==> config.mk <==
export PLATFORM = sky130hd
export DESIGN_NAME = branch_redirect_unit
export DESIGN_NICKNAME = d
export VERILOG_FILES = /design/src/rtl/vliw_branch_pkg.sv /design/src/rtl/branch_cond_eval.sv /design/src/rtl/branch_redirect_unit.sv
export SDC_FILE = /design/constraint.sdc
export NUM_CORES = 1
export LEC_CHECK = 0
export CAP_MARGIN = 10
export CORE_MARGIN = 2
export CORE_UTILIZATION = 40
export CTS_BUF_LIST = sky130_fd_sc_hd__clkbuf_4 sky130_fd_sc_hd__clkbuf_8
export DETAILED_ROUTE_END_ITERATION = 6
export DONT_BUFFER_PORTS = 1
export PLACE_DENSITY = 0.57
export SLEW_MARGIN = 10
export SYNTH_ARGS = -nofsm -noshare
export SYNTH_HDL_FRONTEND = slang
export SYNTH_SLANG_ARGS = --single-unit
==> constraint.sdc <==
create_clock -name clk -period 2.1 [get_ports clk]
set_clock_uncertainty 0.15 [all_clocks]
set_input_delay 0.42 -clock clk [delete_from_list [all_inputs] [get_ports clk]]
set_output_delay 0.42 -clock clk [all_outputs]
set_load 0.02 [all_outputs]
==> src/rtl/vliw_branch_pkg.sv <==
// Shared types and constants for the VLIW execute-stage branch redirect logic.
package vliw_branch_pkg;

    typedef enum logic [2:0] {
        BEQ, BNE, BLT, BGE, BLTU, BGEU, J, JR
    } br_op_t;

    typedef enum logic [1:0] {
        IDLE, REDIRECT, SHADOW
    } brr_state_t;

    localparam int BUNDLE_BYTES = 16;
    localparam int INST_BYTES   = 4;

endpackage

==> src/rtl/branch_cond_eval.sv <==
// Combinational condition and target evaluation for one branch lane.
module branch_cond_eval
    import vliw_branch_pkg::*;
#(
    parameter int XLEN = 32
) (
    input  br_op_t            op,
    input  logic [XLEN-1:0]   slot_pc,
    input  logic [XLEN-1:0]   op_a,
    input  logic [XLEN-1:0]   op_b,
    input  logic [15:0]       imm,
    output logic              taken,
    output logic [XLEN-1:0]   target
);

    logic [XLEN-1:0] offset;
    logic [XLEN-1:0] rel_target;

    // Immediate is a signed word offset, so scale by four after sign extension.
    assign offset     = {{(XLEN-18){imm[15]}}, imm, 2'b00};
    assign rel_target = slot_pc + XLEN'(INST_BYTES) + offset;

    always_comb begin
        taken  = 1'b0;
        target = rel_target;
        case (op)
            BEQ:  taken = (op_a == op_b);
            BNE:  taken = (op_a != op_b);
            BLT:  taken = ($signed(op_a) <  $signed(op_b));
            BGE:  taken = ($signed(op_a) >= $signed(op_b));
            BLTU: taken = (op_a <  op_b);
            BGEU: taken = (op_a >= op_b);
            J:    taken = 1'b1;
            JR: begin
                taken  = 1'b1;
                target = {op_a[XLEN-1:2], 2'b00};
            end
            default: taken = 1'b0;
        endcase
    end

endmodule

==> src/rtl/branch_redirect_unit.sv <==
// Oldest-taken-branch select, redirect pulse and squash window for one VLIW bundle.
// Optional BRANCH_STATS_EN adds saturating resolved/taken counters.
module branch_redirect_unit
    import vliw_branch_pkg::*;
#(
    parameter int NUM_LANES     = 4,
    parameter int XLEN          = 32,
    parameter int SQUASH_CYCLES = 2
) (
    input  logic                            clk,
    input  logic                            rst,
    input  logic                            stall,
    input  logic [XLEN-1:0]                 bundle_pc,
    input  logic [NUM_LANES-1:0]            br_valid,
    input  br_op_t [NUM_LANES-1:0]          br_op,
    input  logic [NUM_LANES-1:0][XLEN-1:0]  br_op_a,
    input  logic [NUM_LANES-1:0][XLEN-1:0]  br_op_b,
    input  logic [NUM_LANES-1:0][15:0]      br_imm,
    output logic                            branch_taken,
    output logic [XLEN-1:0]                 new_pc,
    output logic                            br_misalign,
`ifdef BRANCH_STATS_EN
    output logic [31:0]                     stat_resolved,
    output logic [31:0]                     stat_taken,
`endif
    output brr_state_t                      fsm_state
);

    localparam int CW = (SQUASH_CYCLES > 1) ? $clog2(SQUASH_CYCLES) : 1;
    localparam logic [XLEN-1:0] ALIGN_MASK = XLEN'(BUNDLE_BYTES - 1);

    logic [NUM_LANES-1:0] lane_taken;
    logic [XLEN-1:0]      lane_target [NUM_LANES];
    logic                 win;
    logic [XLEN-1:0]      win_target;
    logic [CW-1:0]        count;

    for (genvar l = 0; l < NUM_LANES; l++) begin : g_lane
        branch_cond_eval #(.XLEN(XLEN)) u_eval (
            .op      (br_op[l]),
            .slot_pc (bundle_pc + XLEN'(l * INST_BYTES)),
            .op_a    (br_op_a[l]),
            .op_b    (br_op_b[l]),
            .imm     (br_imm[l]),
            .taken   (lane_taken[l]),
            .target  (lane_target[l])
        );
    end

    // Scan from the top lane down so the lowest qualifying lane is written last.
    always_comb begin
        win        = 1'b0;
        win_target = '0;
        for (int i = NUM_LANES - 1; i >= 0; i--) begin
            if (br_valid[i] && lane_taken[i]) begin
                win        = 1'b1;
                win_target = lane_target[i];
            end
        end
    end

    always_ff @(posedge clk or negedge rst) begin
        if (!rst) begin
            fsm_state    <= IDLE;
            branch_taken <= 1'b0;
            new_pc       <= '0;
            br_misalign  <= 1'b0;
            count        <= '0;
        end else begin
            case (fsm_state)
                IDLE: begin
                    if (!stall && win) begin
                        fsm_state    <= REDIRECT;
                        branch_taken <= 1'b1;
                        new_pc       <= win_target & ~ALIGN_MASK;
                        br_misalign  <= |(win_target & ALIGN_MASK);
                    end
                end
                REDIRECT: begin
                    // The PC gives redirects priority, so stall never stretches the pulse.
                    branch_taken <= 1'b0;
                    new_pc       <= '0;
                    br_misalign  <= 1'b0;
                    count        <= CW'(SQUASH_CYCLES - 1);
                    fsm_state    <= (SQUASH_CYCLES == 1) ? IDLE : SHADOW;
                end
                SHADOW: begin
                    if (!stall) begin
                        count <= count - CW'(1);
                        if (count <= CW'(1)) begin
                            fsm_state <= IDLE;
                        end
                    end
                end
                default: fsm_state <= IDLE;
            endcase
        end
    end

`ifdef BRANCH_STATS_EN
    always_ff @(posedge clk or negedge rst) begin
        if (!rst) begin
            stat_resolved <= '0;
            stat_taken    <= '0;
        end else if (fsm_state == IDLE && !stall) begin
            if (|br_valid && stat_resolved != 32'hFFFF_FFFF) begin
                stat_resolved <= stat_resolved + 32'd1;
            end
            if (win && stat_taken != 32'hFFFF_FFFF) begin
                stat_taken <= stat_taken + 32'd1;
            end
        end
    end
`endif

endmodule

==> flow_summary.json <==
{
  "slew_violations": 0,
  "max_stage_delay_ns": 0.35,
  "ir_worst_vdd_mv": 0.411,
  "area_growth_pct": 46.2,
  "netlist_instances": 1948,
  "max_freq_mhz": 258,
  "globalplace.congestion": 0.950,
  "worst_setup_path_start_kind": "input port",
  "worstSetupPathDepth": 20,
  "r2r-end": "new_pc[14]",
  "crit_chain": "ha_4, and3_4, nor3b_4, buf_12, buf_6, nand4_1, xnor2_2, ha_4, ha_4, a2111oi_4, o21ai_2, o311ai_4, o22ai_4, o311ai_4, nand3b_1, a21oi_2, xor2_1, o211ai_1, o211ai_1, o21ai_1",
  "hold_viol": 0,
  "seqPwrFrac": 0.153,
  "yosys.area.top_type": "ha_1",
  "ys_top_cells_by_area": "ha_1 (29%), a21oi_1 (6.1%), dfrtp_1 (5.7%)",
  "rsz0062_at_grt": "yes",
  "path_buf_inv": 2,
  "die-area_um2": 36700,
  "first_pass_iters": 5,
  "clkSinkCount": 32,
  "placed_cells": 2818,
  "ff2ff_path_depth": 7,
  "synth_seq_cells": 32,
  "routed_wl_um": 60700,
  "synthFlopType": "dfrtp_1",
  "slew_headroom": 0.590,
  "crit_start": "bundle_pc[2]",
  "cap_violations": 0,
  "critPathArrivalTime_ns": 3.91,
  "required_ns": 2.13,
  "fp.dieH_um": 192,
  "drt_iter0_drc": 961,
  "hold_depth": 2,
  "violations": "setup timing",
  "ys.warnings.count": 0,
  "grt_usage": 0.317,
  "fin_nets": 3123,
  "setup_viol": 31,
  "worstHoldEndpoint": "fsm_state[1]",
  "vias": 16700,
  "p_leak_nw": 10.0,
  "grt_max_degree": 39,
  "hold_start": "stall",
  "crit-reg2reg-launch": "fsm_state[1]",
  "die_w_um": 192,
  "holdWs_ns": 0.115,
  "synth_edf_count": 0,
  "critPathMaxFanout": 6,
  "clockPowerShare": 0.075,
  "critical-path-top-delay-family": "compound AO/OA/AOI/OAI gates",
  "async_flop_share": 1.00,
  "reg2reg_slack_ns": 0.23,
  "grt_pass1_wl_um": 90200,
  "rows": 68,
  "synth.top_cell.area_share": 0.292,
  "cts_tree": "done",
  "setup_ws_ns": -1.78,
  "yosys.cell_count.top_type": "ha_1",
  "coreArea_um2": 34600,
  "cts_buffer_depth": 2,
  "synth_cell_types": 77,
  "powerDensity_nw_per_um2": 474,
  "antenna_found_initial": 3,
  "io-pin-count": 407,
  "clk_pin_slew_ns": 0.09,
  "switching_share": 0.481,
  "wl_per_cell_um": 21.1,
  "min_period_over_period": 1.85,
  "pwr-share-comb": 0.772,
  "clock_latency_ns": 0.30,
  "crit_path_end_kind": "flop",
  "grt_pass1_vias": 16500,
  "initial_core_util": 0.407,
  "synth_area_per_cell_um2": 7.23,
  "period_needed_ns": 3.88,
  "root_buffer": "clkbuf_8",
  "slowest_stage": "a2111oi_4",
  "drive_gt1_frac": 0.324,
  "h-tree-depth": 2,
  "via_per_inst": 5.81,
  "port_buffers": 0,
  "place_area_um2": 18600,
  "grt-ovfl-total": 0,
  "critPathKind": "in2reg",
  "dp_slack_ns": -2.16,
  "tightest_slew_ns": 0.609,
  "hold_path.class": "in2reg",
  "status": "complete, but fails checks",
  "fin_area_um2": 20600,
  "synth_commonest_cells": "ha_1 (329), inv_1 (180), a21oi_1 (171)",
  "hpwl_um": 51800,
  "intPower_mw": 5.06,
  "synthesis.area_um2": 14100,
  "ant_nets": 0,
  "drc": 0,
  "synth_seq_area_share": 0.0568,
  "setup_tns_ns": -46.63,
  "instances_no_fill": 2877,
  "switchingPower_mw": 4.70,
  "cpMostUsedCell": "ha_4",
  "cts_buffers": 5
}
-- final cells by class --
class | count | area [um^2]
multi-input cells | 1676 | 14100
flip-flops and latches | 32 | 801
diodes | 2 | 5.00
clock buffers | 7 | 96.3
repair buffers | 523 | 4300
inverters | 181 | 734
well taps | 455 | 569
clock inverters | 1 | 30.0
fillers | 3179 | 14000
-- stage by stage --
step | power (mW) | utilization
2_1_floorplan | 5.18 | -
3_3_place_gp | 7.65 | 0.537
6_report | 9.77 | 0.595
4_1_cts | 9.23 | 0.571
5_1_grt | 10.5 | 0.595
3_5_place_dp | 7.75 | 0.537
-- worst max path at each step --
stage                       to
finish              new_pc[24]
floorplan           new_pc[31]
detailed placement  new_pc[31]
CTS                 new_pc[30]
global route        new_pc[24]
global placement    new_pc[30]
-- layer usage --
layer  global-route usage  vias to the layer above  wire length, um
met4               0.0790                        2             1570
met3               0.0627                       91             4950
met5                    0                        -               14
met1                0.395                     7785            25300
met2                0.555                      636            28800
li1                     -                     8189                -
-- repair_timing --
| action | in CTS | in global routing |
|---|---|---|
| buffers inserted | 26 | 22 |
| cloned | 4 | 2 |
| hold endpoints to repair | 32 | 0 |
| hold buffers | 2 | 0 |
| setup endpoints to repair | 31 | 31 |
| pin swaps | 92 | 87 |
| gates resized for setup | 154 | 117 |
-- cell families after synthesis --
kind of cell             after synthesis  synth area share
buffers and inverters                243            0.0664
AO/OA/AOI/OAI                        631             0.293
AND/OR/NAND/NOR                      572             0.199
XOR/XNOR                             115            0.0715
other                                  1          0.000266
flip-flops                            32            0.0568
multiplexers                          21            0.0152
adder cells (fa/ha/maj)              333             0.298
-- placed cells by master (no fill, tap or decap), drive strengths merged, types with 12 or more instances in the layout --
cell type / instances
nand2: 166
ha: 329
a21oi: 171
mux2i: 18
and3: 20
nand3: 75
dfrtp: 32
a221oi: 16
nor2: 127
nand4: 43
buf: 520
xor2: 53
nor4: 13
o21a: 16
nand2b: 26
a31oi: 17
o31ai: 18
inv: 181
o21bai: 12
o211ai: 32
o21ai: 141
nor3: 29
xnor2: 62
a21o: 59
nor2b: 13
a211oi: 36
-- state kept, by name (all words and copies together), names as in the netlist --
signal        flops
new_pc           28
fsm_state         2
br_misalign       1
branch_taken      1
-- worst register-to-register path: stages (launching register included) --
cell and delay, ns:
dfrtp_1 0.38, nor3_1 0.32, o31ai_4 0.13, buf_6 0.15, buf_6 0.12, buf_6 0.13, buf_16 0.13, o41ai_2 0.26
-- power by group through the flow --
stage | combinational, mW | clock (mW) | sequential (mW)
floorplan | 3.83 | 0 | 1.35
global placement | 6.16 | 0 | 1.49
detailed placement | 6.26 | 0 | 1.49
CTS | 7.01 | 0.733 | 1.48
global route | 8.21 | 0.757 | 1.50
finish | 7.54 | 0.730 | 1.50
Note: power is estimated with default switching activity, not from simulation.
